<file path="src/rtl/oldland_mem_branch.sv">
// Memory/branch stage: executes loads/stores over a single-request data bus
// and resolves branches, releasing the fetch stall with a one-cycle pulse.
module oldland_mem_branch #(
    parameter int BUS_TIMEOUT = 255
) (
    input  logic        clk,
    input  logic        rst_n,
    input  logic        i_valid,
    input  logic        i_is_load,
    input  logic        i_is_store,
    input  logic        i_is_branch,
    input  logic        i_cond_met,
    input  logic [31:0] i_addr,
    input  logic [31:0] i_wr_data,
    input  logic [1:0]  i_width,
    input  logic [2:0]  i_rd,
    output logic        d_access,
    output logic        d_wr_en,
    output logic [31:0] d_addr,
    output logic [3:0]  d_bytesel,
    output logic [31:0] d_wr_data,
    input  logic        d_ack,
    input  logic [31:0] d_data,
    output logic        stall_clear,
    output logic        branch_taken,
    output logic [31:0] branch_pc,
    output logic        wb_valid,
    output logic [2:0]  wb_rd,
    output logic [31:0] wb_data,
    output logic        bus_error
);

    // state  | meaning
    // IDLE   | accepting execute-stage results, branches/misaligns resolved here
    // ACCESS | bus request outstanding, waiting for d_ack or timeout
    // DONE   | access finished, stall released this cycle
    typedef enum logic [1:0] {IDLE, ACCESS, DONE} state_t;

    localparam int CNT_W = (BUS_TIMEOUT < 2) ? 1 : $clog2(BUS_TIMEOUT + 1);
    localparam logic [CNT_W-1:0] CNT_LAST = CNT_W'(BUS_TIMEOUT - 1);

    state_t           state_q, state_d;
    logic [CNT_W-1:0] cnt_q, cnt_d;
    logic             load_q, load_d;
    logic [1:0]       width_q, width_d;
    logic [1:0]       lane_q, lane_d;
    logic [2:0]       rd_q, rd_d;

    logic        d_access_d, d_wr_en_d, stall_clear_d, branch_taken_d;
    logic        wb_valid_d, bus_error_d;
    logic [31:0] d_addr_d, d_wr_data_d, branch_pc_d, wb_data_d;
    logic [3:0]  d_bytesel_d;
    logic [2:0]  wb_rd_d;

    logic        misalign;
    logic [3:0]  req_bytesel;
    logic [31:0] req_wr_data;
    logic [31:0] rd_shifted;
    logic [31:0] load_data;

    always_comb begin
        misalign    = 1'b0;
        req_bytesel = 4'b1111;
        req_wr_data = i_wr_data;
        case (i_width)
            2'b00: begin
                req_bytesel = 4'b0001 << i_addr[1:0];
                req_wr_data = {4{i_wr_data[7:0]}};
            end
            2'b01: begin
                misalign    = i_addr[0];
                req_bytesel = i_addr[1] ? 4'b1100 : 4'b0011;
                req_wr_data = {2{i_wr_data[15:0]}};
            end
            default: misalign = (i_addr[1:0] != 2'b00);
        endcase
    end

    always_comb begin
        rd_shifted = d_data >> {lane_q, 3'b000};
        case (width_q)
            2'b00:   load_data = {24'h0, rd_shifted[7:0]};
            2'b01:   load_data = {16'h0, rd_shifted[15:0]};
            default: load_data = rd_shifted;
        endcase
    end

    always_comb begin
        state_d        = state_q;
        cnt_d          = cnt_q;
        load_d         = load_q;
        width_d        = width_q;
        lane_d         = lane_q;
        rd_d           = rd_q;
        d_access_d     = 1'b0;
        d_wr_en_d      = 1'b0;
        d_addr_d       = d_addr;
        d_bytesel_d    = d_bytesel;
        d_wr_data_d    = d_wr_data;
        stall_clear_d  = 1'b0;
        branch_taken_d = 1'b0;
        branch_pc_d    = branch_pc;
        wb_valid_d     = 1'b0;
        wb_rd_d        = wb_rd;
        wb_data_d      = wb_data;
        bus_error_d    = 1'b0;
        case (state_q)
            IDLE: begin
                if (i_valid && i_is_branch) begin
                    stall_clear_d  = 1'b1;
                    branch_taken_d = i_cond_met;
                    branch_pc_d    = i_addr;
                end else if (i_valid && (i_is_load || i_is_store)) begin
                    if (misalign) begin
                        stall_clear_d = 1'b1;
                        bus_error_d   = 1'b1;
                    end else begin
                        state_d     = ACCESS;
                        cnt_d       = '0;
                        d_access_d  = 1'b1;
                        d_wr_en_d   = i_is_store;
                        d_addr_d    = {i_addr[31:2], 2'b00};
                        d_bytesel_d = req_bytesel;
                        d_wr_data_d = req_wr_data;
                        load_d      = i_is_load;
                        width_d     = i_width;
                        lane_d      = i_addr[1:0];
                        rd_d        = i_rd;
                    end
                end
            end
            ACCESS: begin
                if (d_ack) begin
                    state_d       = DONE;
                    stall_clear_d = 1'b1;
                    if (load_q) begin
                        wb_valid_d = 1'b1;
                        wb_rd_d    = rd_q;
                        wb_data_d  = load_data;
                    end
                end else if (cnt_q == CNT_LAST) begin
                    state_d       = DONE;
                    stall_clear_d = 1'b1;
                    bus_error_d   = 1'b1;
                end else begin
                    cnt_d      = cnt_q + CNT_W'(1);
                    d_access_d = 1'b1;
                    d_wr_en_d  = d_wr_en;
                end
            end
            DONE:    state_d = IDLE;
            default: state_d = IDLE;
        endcase
    end

    always_ff @(posedge clk or negedge rst_n) begin
        if (!rst_n) begin
            state_q      <= IDLE;
            cnt_q        <= '0;
            load_q       <= 1'b0;
            width_q      <= 2'b00;
            lane_q       <= 2'b00;
            rd_q         <= 3'd0;
            d_access     <= 1'b0;
            d_wr_en      <= 1'b0;
            d_addr       <= 32'h0;
            d_bytesel    <= 4'h0;
            d_wr_data    <= 32'h0;
            stall_clear  <= 1'b0;
            branch_taken <= 1'b0;
            branch_pc    <= 32'h0;
            wb_valid     <= 1'b0;
            wb_rd        <= 3'd0;
            wb_data      <= 32'h0;
            bus_error    <= 1'b0;
        end else begin
            state_q      <= state_d;
            cnt_q        <= cnt_d;
            load_q       <= load_d;
            width_q      <= width_d;
            lane_q       <= lane_d;
            rd_q         <= rd_d;
            d_access     <= d_access_d;
            d_wr_en      <= d_wr_en_d;
            d_addr       <= d_addr_d;
            d_bytesel    <= d_bytesel_d;
            d_wr_data    <= d_wr_data_d;
            stall_clear  <= stall_clear_d;
            branch_taken <= branch_taken_d;
            branch_pc    <= branch_pc_d;
            wb_valid     <= wb_valid_d;
            wb_rd        <= wb_rd_d;
            wb_data      <= wb_data_d;
            bus_error    <= bus_error_d;
        end
    end

endmodule

</file>
<file path="config.mk">
export PLATFORM = sky130hd
export DESIGN_NAME = oldland_mem_branch
export DESIGN_NICKNAME = d
export VERILOG_FILES = /design/src/rtl/oldland_mem_branch.sv
export SDC_FILE = /design/constraint.sdc
export NUM_CORES = 1
export LEC_CHECK = 0
export CAP_MARGIN = 20
export CORE_ASPECT_RATIO = 0.5
export CORE_MARGIN = 3
export CORE_UTILIZATION = 50
export DETAILED_ROUTE_END_ITERATION = 12
export DONT_BUFFER_PORTS = 1
export PLACE_DENSITY_LB_ADDON = 0.12
export REMOVE_ABC_BUFFERS = 1
export SETUP_SLACK_MARGIN = 0.5
export SYNTH_ARGS = -nofsm -noshare
export SYNTH_HDL_FRONTEND = slang
export SYNTH_SLANG_ARGS = --single-unit
</file>
<file path="constraint.sdc">
create_clock -name clk -period 3.1 [get_ports clk]
set_input_delay 0.62 -clock clk [delete_from_list [all_inputs] [get_ports clk]]
set_output_delay 0.62 -clock clk [all_outputs]
set_load 0.02 [all_outputs]
</file>
### After elaboration in Yosys (flattened, before gate mapping)

Index checks and enable logic that the tools add are counted.

* flip-flop bits (word level): 157
* input bits: 109
* word-level logic and storage cells: 89

* add/sub/neg operators: 1
* eq/ne operators: 10
* shift-type cells: 2
* mux-type cells: 43
* bitwise logic cells: 2
* reductions and logical operators: 13

Operators with widths (number)
* $pmux W32 S2: 2
* $mux W8: 5
* $shr A32 B5 Y32: 1
* $mux W1: 22
* $pmux W8 S2: 1
* $mux W2: 5
* $ne A2 B2 Y1 const B: 5
* $pmux W1 S2: 5
* $add A8 B1 Y8 const B: 1
* $eq A8 B8 Y1 const B: 1
* $pmux W4 S2: 1
* $reduce_and A4 Y1: 2
* $eq A2 B1 Y1 const B: 3
* $logic_not A2 Y1: 3
* $reduce_and A6 Y1: 1
* $mux W4: 1
* $pmux W2 S2: 1
* $reduce_bool A2 Y1: 2
* $shl A1 B2 Y4 const A: 1
* $ne A3 B3 Y1 const B: 1
* $reduce_and A3 Y1: 1
* $logic_and A1 B1 Y1: 2
* $not A1 Y1: 2
* $reduce_and A2 Y1: 1
* $logic_or A1 B1 Y1: 1

### Longest topological paths before layout

Gate-level depths: netlist of run 1.

* depth after elaboration: 6
* depth in mapped cells: 8

### Worst setup path before layout of run 1

Ideal clock, no wire load.

* path type: input-to-reg
* start: in i_valid
* end: reg cnt_q[7]
* arrival: 2.240 ns
* slack: 0.734 ns
* stages: 6
* buffers on the path: 2
* path through: or3b_4 or4b_1 buf_2 and2_4 buf_6 a221o_1

* longest elaborated chain between the ends: 3

RTL lines
* start: declaration: RTL line 8 `input logic i_valid,`
* $logic_and A1 B1 Y1, on equally long branches: RTL line 113, 109
* $ne A2 B2 Y1 (no source line)
* $reduce_and A6 Y1 (no source line) (*)
* end signal: assignment: RTL line 178 `cnt_q <= cnt_d;`
* end: declaration: RTL line 43 `logic [CNT_W-1:0] cnt_q, cnt_d;`

Every way passes the cells marked *; elsewhere a longest branch is shown, timed or not.
A chain may end at the register's enable or synchronous reset.

### Worst setup path after layout of run 1

* start: reg state_q[0]
* end: reg d_addr[26]

* longest elaborated chain between the ends: 2

RTL lines
* start: declaration: RTL line 42 `state_t state_q, state_d;`
* start signal: assignment: RTL line 177 `state_q <= state_d;`
* $logic_not A2 Y1: RTL line 107 `case (state_q)`
* $reduce_and A4 Y1 (no source line)
* end signal: assignment: RTL line 185 `d_addr <= d_addr_d;`
* end: declaration: RTL line 19 `output logic [31:0] d_addr,`

No other way between the ends.

==> results of run 1 <==
[worst max path at each step]
stage,to,slack (ns)
floorplan,cnt_q[7],-0.47
global placement,d_addr[27],0.65
detailed placement,d_addr[26],0.63
CTS,d_addr[26],0.82
global route,d_addr[26],0.74
finish,d_addr[26],0.81
[worst max-delay path, delay by kind of cell, from the launching register on]
kind,cells,cell delay [ns]
buf+inv,1,0.28
flops,1,0.41
mux,1,0.33
simple gates,2,1.12
[flip-flops by register name, indices dropped and copies added (netlist names)]
register and flops:
lane_q 2, cnt_q 8, branch_taken 1, width_q 2, bus_error 1, d_bytesel 4
d_wr_en 1, d_wr_data 32, d_access 1, rd_q 3, load_q 1, wb_rd 3
stall_clear 1, state_q 2, wb_data 32, d_addr 30, wb_valid 1, branch_pc 32
[per-stage QoR]
step | power, W | setup TNS, ns | setup slack, ns | cell area [µm²]
floorplan | 0.004291 | -13.94 | -0.4731 | 6603
global placement | 0.004568 | 0 | 0.6478 | 6877
detailed placement | 0.004603 | 0 | 0.6294 | 6877
CTS | 0.006706 | 0 | 0.8208 | 7462
global route | 0.006969 | 0 | 0.7414 | 7462
finish | 0.006624 | 0 | 0.8107 | 7462
[cell families (layout without fill, tap and decap cells)]
kind of cell / count (synthesis) / in the layout / share of synthesized area
DFF: 157 / 157 / 0.5801
muxes: 127 / 127 / 0.2091
AOI/OAI and AO/OA: 111 / 111 / 0.1007
and+or+nand+nor: 109 / 109 / 0.07612
buffers and inverters: 42 / 42 / 0.02845
adders and majority gates: 2 / 2 / 0.003694
other: 1 / 2 / 0.0005537
xor gates and xnor gates: 1 / 1 / 0.001293
[power by group through the flow]
stage / logic [W] / registers [W] / clock network, W
floorplan: 0.000705 / 0.00359 / 0
global placement: 0.000840 / 0.00373 / 0
detailed placement: 0.000874 / 0.00373 / 0
CTS: 0.000877 / 0.00370 / 0.00213
global route: 0.000976 / 0.00376 / 0.00223
finish: 0.000866 / 0.00368 / 0.00207
[final cells by class]
type	instances	area [µm²]	area share
inverters	5	18.77	0.002515
flip-flops and latches	157	3929	0.5265
repair buffers	6	57.56	0.007713
clock buffers	17	425.4	0.05701
multi-input cells	352	2659	0.3563
clock inverters	14	160.2	0.02146
well taps	170	212.7	0.02850
[layout by cell type, fill, tap and decap left out, drive strengths merged, types with 2 or more instances in the layout]
cell type  count
o21ai         50
a211o          3
clkinv         4
buf            6
clkinvlp       2
and2           2
nor2          15
a22o          16
and3           5
a211oi         8
a21oi         21
conb           2
nor2b         11
mux2i         41
ha             2
dfrtp        157
nor4           2
o211ai         2
nand2         58
mux2          86
or3b           3
clkbuf        17
bufinv         2
a21o           2
inv           11
nor3           2
a31oi          2
nand3          4
[metal layers]
metal  GRT usage  part of all wire  wire length, µm
met2      0.3197              0.47             7319
met4     0.05887             0.011              171
met5           0                 0                0
met1      0.2415              0.40             6182
met3      0.1053              0.12             1862
==> key figures, run 1 <==
Status
  – Run status: complete, but fails checks
  – Failing checks: negative hold slack

Critical path
  – Worst path cell trace: or3b_4 > or4b_4 > buf_12 > mux2_4
  – CP endpoint kind: flop
  – Crit path from: state_q[0]
  – Reg2reg end: d_addr[26]
  – CP arrival: around 2.6 ns
  – Crit-path max cell delay: a little under 0.7 ns
  – Crit Path Class: reg -> reg
  – Reg2Reg Depth: 4
  – Startpoint types: flop
  – Crit path max-delay cell type: or4b_4
  – Crit path required time: 3.39 ns
  – R2R Path Start: state_q[0]
  – Flop2flop setup slack: a little over 0.8 ns
  – Max FO, Critical Path: 83

Clocking
  – CTS root buf: clkbuf_16
  – Post-CTS Setup Inserts: 0
  – CTS Buffer Depth: 2
  – TritonCTS Buffers: 17
  – CTS H-tree lvls: 4
  – CTS tree: yes
  – Clk_lat worst skew: between 0.4 and 0.5 ns
  – TritonCTS Sinks: between 150 and 200
  – PostCTS Resize Cnt: 0
  – Worst-path clk slew: 0.06 ns

Die
  – Io pins: 250
  – Chip width: roughly 170 µm
  – Initial Utilization: 0.5228
  – Die H: a little under 90 µm
  – Rows: 29
  – DIE AREA: 15,060 µm²
  – Placeable core area: 12,950 µm²

Routing
  – DR WL/cell: around 22 µm
  – DRC violations left: 0
  – Vias per cell: about 5.7
  – Antenna viol nets, final: 0
  – Routed vias: approximately 4,100
  – Post-Route WL: approximately 16 mm
  – DRT iter0 DRCs: between 200 and 250
  – Drt pass-1 iters: 6

Global route
  – Initial antenna violation count: 0
  – Largest net degree at the start of global routing: 158
  – GR Util All Layers: 0.2008
  – Total congestion overflow: 0
  – Number of global-route vias before repair: 4,138
  – Global-route wire length before repair: 23.44 mm

Yosys
  – Yosys cell types: 46
  – Yosys reg bits: 157
  – Yosys Warn Count: 0
  – Synth Flop Type: dfrtp_1
  – Most common cell in the netlist: dfrtp_1
  – Share of the synthesized area in the top cell type: 0.5801
  – Mapped Area: approximately 6800 µm²
  – Syn_area_per_cell: ~12 µm²
  – Post-synth top cells: dfrtp_1 (157), mux2_2 (76), nand2_1 (58)
  – Synth async-reset ratio: 1.000
  – Cell taking the most area after synthesis: dfrtp_1
  – EDFF count, synth: 0
  – Register area share after synthesis: 0.5801
  – Cell count after synthesis: between 500 and 600
  – Top post-synthesis cells by area: dfrtp_1 (58%), mux2_2 (13%), mux2i_1 (6.1%)

Timing
  – Slew Limit Fails: 0
  – Slew headroom: 0.4760
  – Max frequency: 436.8 MHz
  – Min cycle time layout: 2.289 ns
  – Measured slew at the worst slew-check pin: slightly below 0.8 ns
  – Fin Hold WS: -0.09372 ns
  – Part of the cycle the worst path needs: 0.7385
  – Fin. Hold Viols: 157
  – Final setup vio count: 0
  – RSZ-0062 raised after global routing: no
  – Clock skew: 0.008372 ns

Power
  – Pint: approximately 0.0043 W
  – Worst VDD drop: 0.0003910 V
  – Comb pwr share: 0.131
  – Reg power frac: 0.556
  – Leak Pwr: 3.427 nW
  – Sw Ratio: 0.3490
  – Pwr per Cell Area: a little under 900 nW/µm²
  – Clock power share: 0.313
  – Psw: 0.002312 W

Layout
  – Finished Core Util: 0.5761
  – Share of layout cells above drive strength 1: 0.2341
  – Antenna cells: 0
  – Fin nets: 650
  – P&R area growth vs syn: 10.18%
  – Fin cells: 721
  – FILL cells: roughly 1,100

Place
  – Placed insts: 690
  – Routability cong.: between 0.7 and 0.8
  – I/O Buffers: 0
  – Hpwl dp: around 11 mm

Worst hold path
  – Hold Path Class: in -> async

Flow run
  – Max-Cap Viols: 0
(Power assumes the default switching activity.)
==> run 2: changes to the inputs <==
==> constraint.sdc (replaced) <==
create_clock -name clk -period 2.2 [get_ports clk]
set_input_delay 0.44 -clock clk [delete_from_list [all_inputs] [get_ports clk]]
set_output_delay 0.44 -clock clk [all_outputs]
set_load 0.02 [all_outputs]
==> key figures, run 2 (synthesized netlist as in run 1, its figures left out) <==
Status
  – Run status: complete, but fails checks
  – Failing checks: negative hold slack

Global route
  – Largest net degree at the start of global routing: between 150 and 200
  – Global-route wire length before repair: roughly 24 mm
  – Number of global-route vias before repair: about 4,200
  – Initial antenna violation count: 0
  – Total congestion overflow: 0
  – GR Util All Layers: 0.2049

Die
  – Die H: approximately 88 µm
  – Placeable core area: 12,950 µm²
  – DIE AREA: between 15,000 and 20,000 µm²
  – Io pins: 250
  – Initial Utilization: 0.5228
  – Rows: 29
  – Chip width: around 170 µm

Timing
  – Max frequency: 498.6 MHz
  – Slew Limit Fails: 0
  – Measured slew at the worst slew-check pin: approximately 0.55 ns
  – Clock skew: approximately 0.011 ns
  – Slew headroom: 0.6345
  – Fin Hold WS: -0.2782 ns
  – RSZ-0062 raised after global routing: yes
  – Fin. Hold Viols: approximately 160
  – Part of the cycle the worst path needs: 0.9117
  – Worst Slack Setup Final: between 0.15 and 0.2 ns
  – Final setup vio count: 0
  – Min cycle time layout: 2.006 ns

Power
  – Psw: about 0.0034 W
  – Pint: 0.005930 W
  – Clock power share: 0.297
  – Pwr per Cell Area: roughly 1200 nW/µm²
  – Leak Pwr: 3.532 nW
  – Sw Ratio: 0.3616
  – Worst VDD drop: approximately 0.00057 V
  – Tot Pwr: 0.009289 W
  – Reg power frac: 0.557
  – Comb pwr share: 0.146

Routing
  – DRC violations left: 0
  – DRT iter0 DRCs: 295
  – Antenna viol nets, final: 0
  – Vias per cell: roughly 5.7
  – DR WL/cell: 21.76 µm
  – Post-Route WL: between 15 and 20 mm
  – Routed vias: roughly 4,200
  – Drt pass-1 iters: 4

Layout
  – Fin nets: 668
  – Share of layout cells above drive strength 1: 0.2825
  – Final Cell Area: about 7700 µm²
  – Antenna cells: 0
  – P&R area growth vs syn: 14.11%
  – Regs by FF count: branch_pc x32, d_wr_data x32, wb_data x32
  – Commonest non-fill, non-tap cell in the layout: dfrtp_1
  – Most frequent cells in the layout: dfrtp_1 (157), mux2_2 (76), nand2_1 (58)

Place
  – Hpwl dp: approximately 11 mm
  – Routability cong.: a little under 0.8
  – I/O Buffers: 0
  – Setup slack at placement: between 0.04 and 0.05 ns
  – DP Area: roughly 6900 µm²

Clocking
  – CTS tree: yes
  – CTS Buffer Depth: 2
  – Clk_lat worst skew: around 0.41 ns
  – Worst-path clk slew: about 0.07 ns
  – TritonCTS Buffers: 17
  – CTS H-tree lvls: 4
  – TritonCTS Sinks: ~160
  – CTS root buf: clkbuf_16

Flow run
  – Max-Cap Viols: 0

Critical path
  – CP arrival: roughly 2.3 ns
  – Crit Path Class: reg -> reg
  – Crit path required time: 2.50 ns
  – Startpoint types: flop
  – Max FO, Critical Path: just under 50
  – CP endpoint kind: flop

Worst hold path
  – Hold Path Class: in -> async
==> run 2: cell types whose count changed in the layout (fill, tap and decap cells not counted), sizes merged <==
cell | before | now
buf | 6 | 23
bufinv | 2 | 0
clkbuf | 17 | 19
clkinv | 4 | 5
clkinvlp | 2 | 3
==> run 2: layer usage <==
metal | GRT usage | vias to the layer above | wire length (µm)
met3 | 0.1089 | 9 | 1842
met1 | 0.2506 | 2098 | 6477
li1 | - | 1965 | -
met4 | 0.04709 | 0 | 133
met2 | 0.3265 | 164 | 7646
met5 | 0 | - | 0
==> run 2: through the flow <==
step | util | TNS (ns) | instances
2_1_floorplan | - | -74.03 | 514
4_1_cts | 0.5865 | 0 | 737
3_3_place_gp | 0.5347 | 0 | 695
3_5_place_dp | 0.5347 | 0 | 695
5_1_grt | 0.5966 | 0 | 740
6_report | 0.5966 | 0 | 740
==> run 2: worst max-delay path: stages, from the launching register on <==
cell and delay [ns]:
dfrtp_1 0.38, or3b_4 0.40, or4b_4 0.58, buf_12 0.22, mux2_4 0.31
==> run 2: power groups by stage <==
| stage | Clock, W | Sequential [W] | Combinational, W |
|---|---|---|---|
| global route | 0.00296 | 0.00527 | 0.00151 |
| floorplan | 0 | 0.00505 | 0.000994 |
| detailed placement | 0 | 0.00523 | 0.00127 |
| global placement | 0 | 0.00522 | 0.00122 |
| finish | 0.00276 | 0.00517 | 0.00136 |
| CTS | 0.00283 | 0.00519 | 0.00131 |
==> run 2: worst paths after layout <==
check,startpoint,endpoint,slack [ns],cells past startpoint
setup / recovery,state_q[0],d_addr[25],0.19,4
hold / removal,rst_n,wb_data[19],-0.28,0
setup reg to reg,state_q[0],d_addr[25],0.19,4
hold reg to reg,rd_q[2],wb_rd[2],0.46,2
max in group asynchronous,rst_n,d_wr_data[18],2.28,0
min in group clk,i_is_branch,bus_error,0.13,1
==> run 2: area by class of cell <==
type	instances	area, µm²
clock buffer	18	429.2
clock inverter	14	128.9
fill	1056	5225
inverter	5	25.02
multi-input combinational	352	2735
sequential	157	3929
tap	170	212.7
timing repair buffer	24	269.0
==> run 2: what timing repair did <==
action                     4_1_cts  5_1_grt
setup endpoints to repair      108      151
resized for setup               14       29
pin swaps                        6        3
hold endpoints to repair       157      157
cloned                           0        1
setup buffers                   10        2
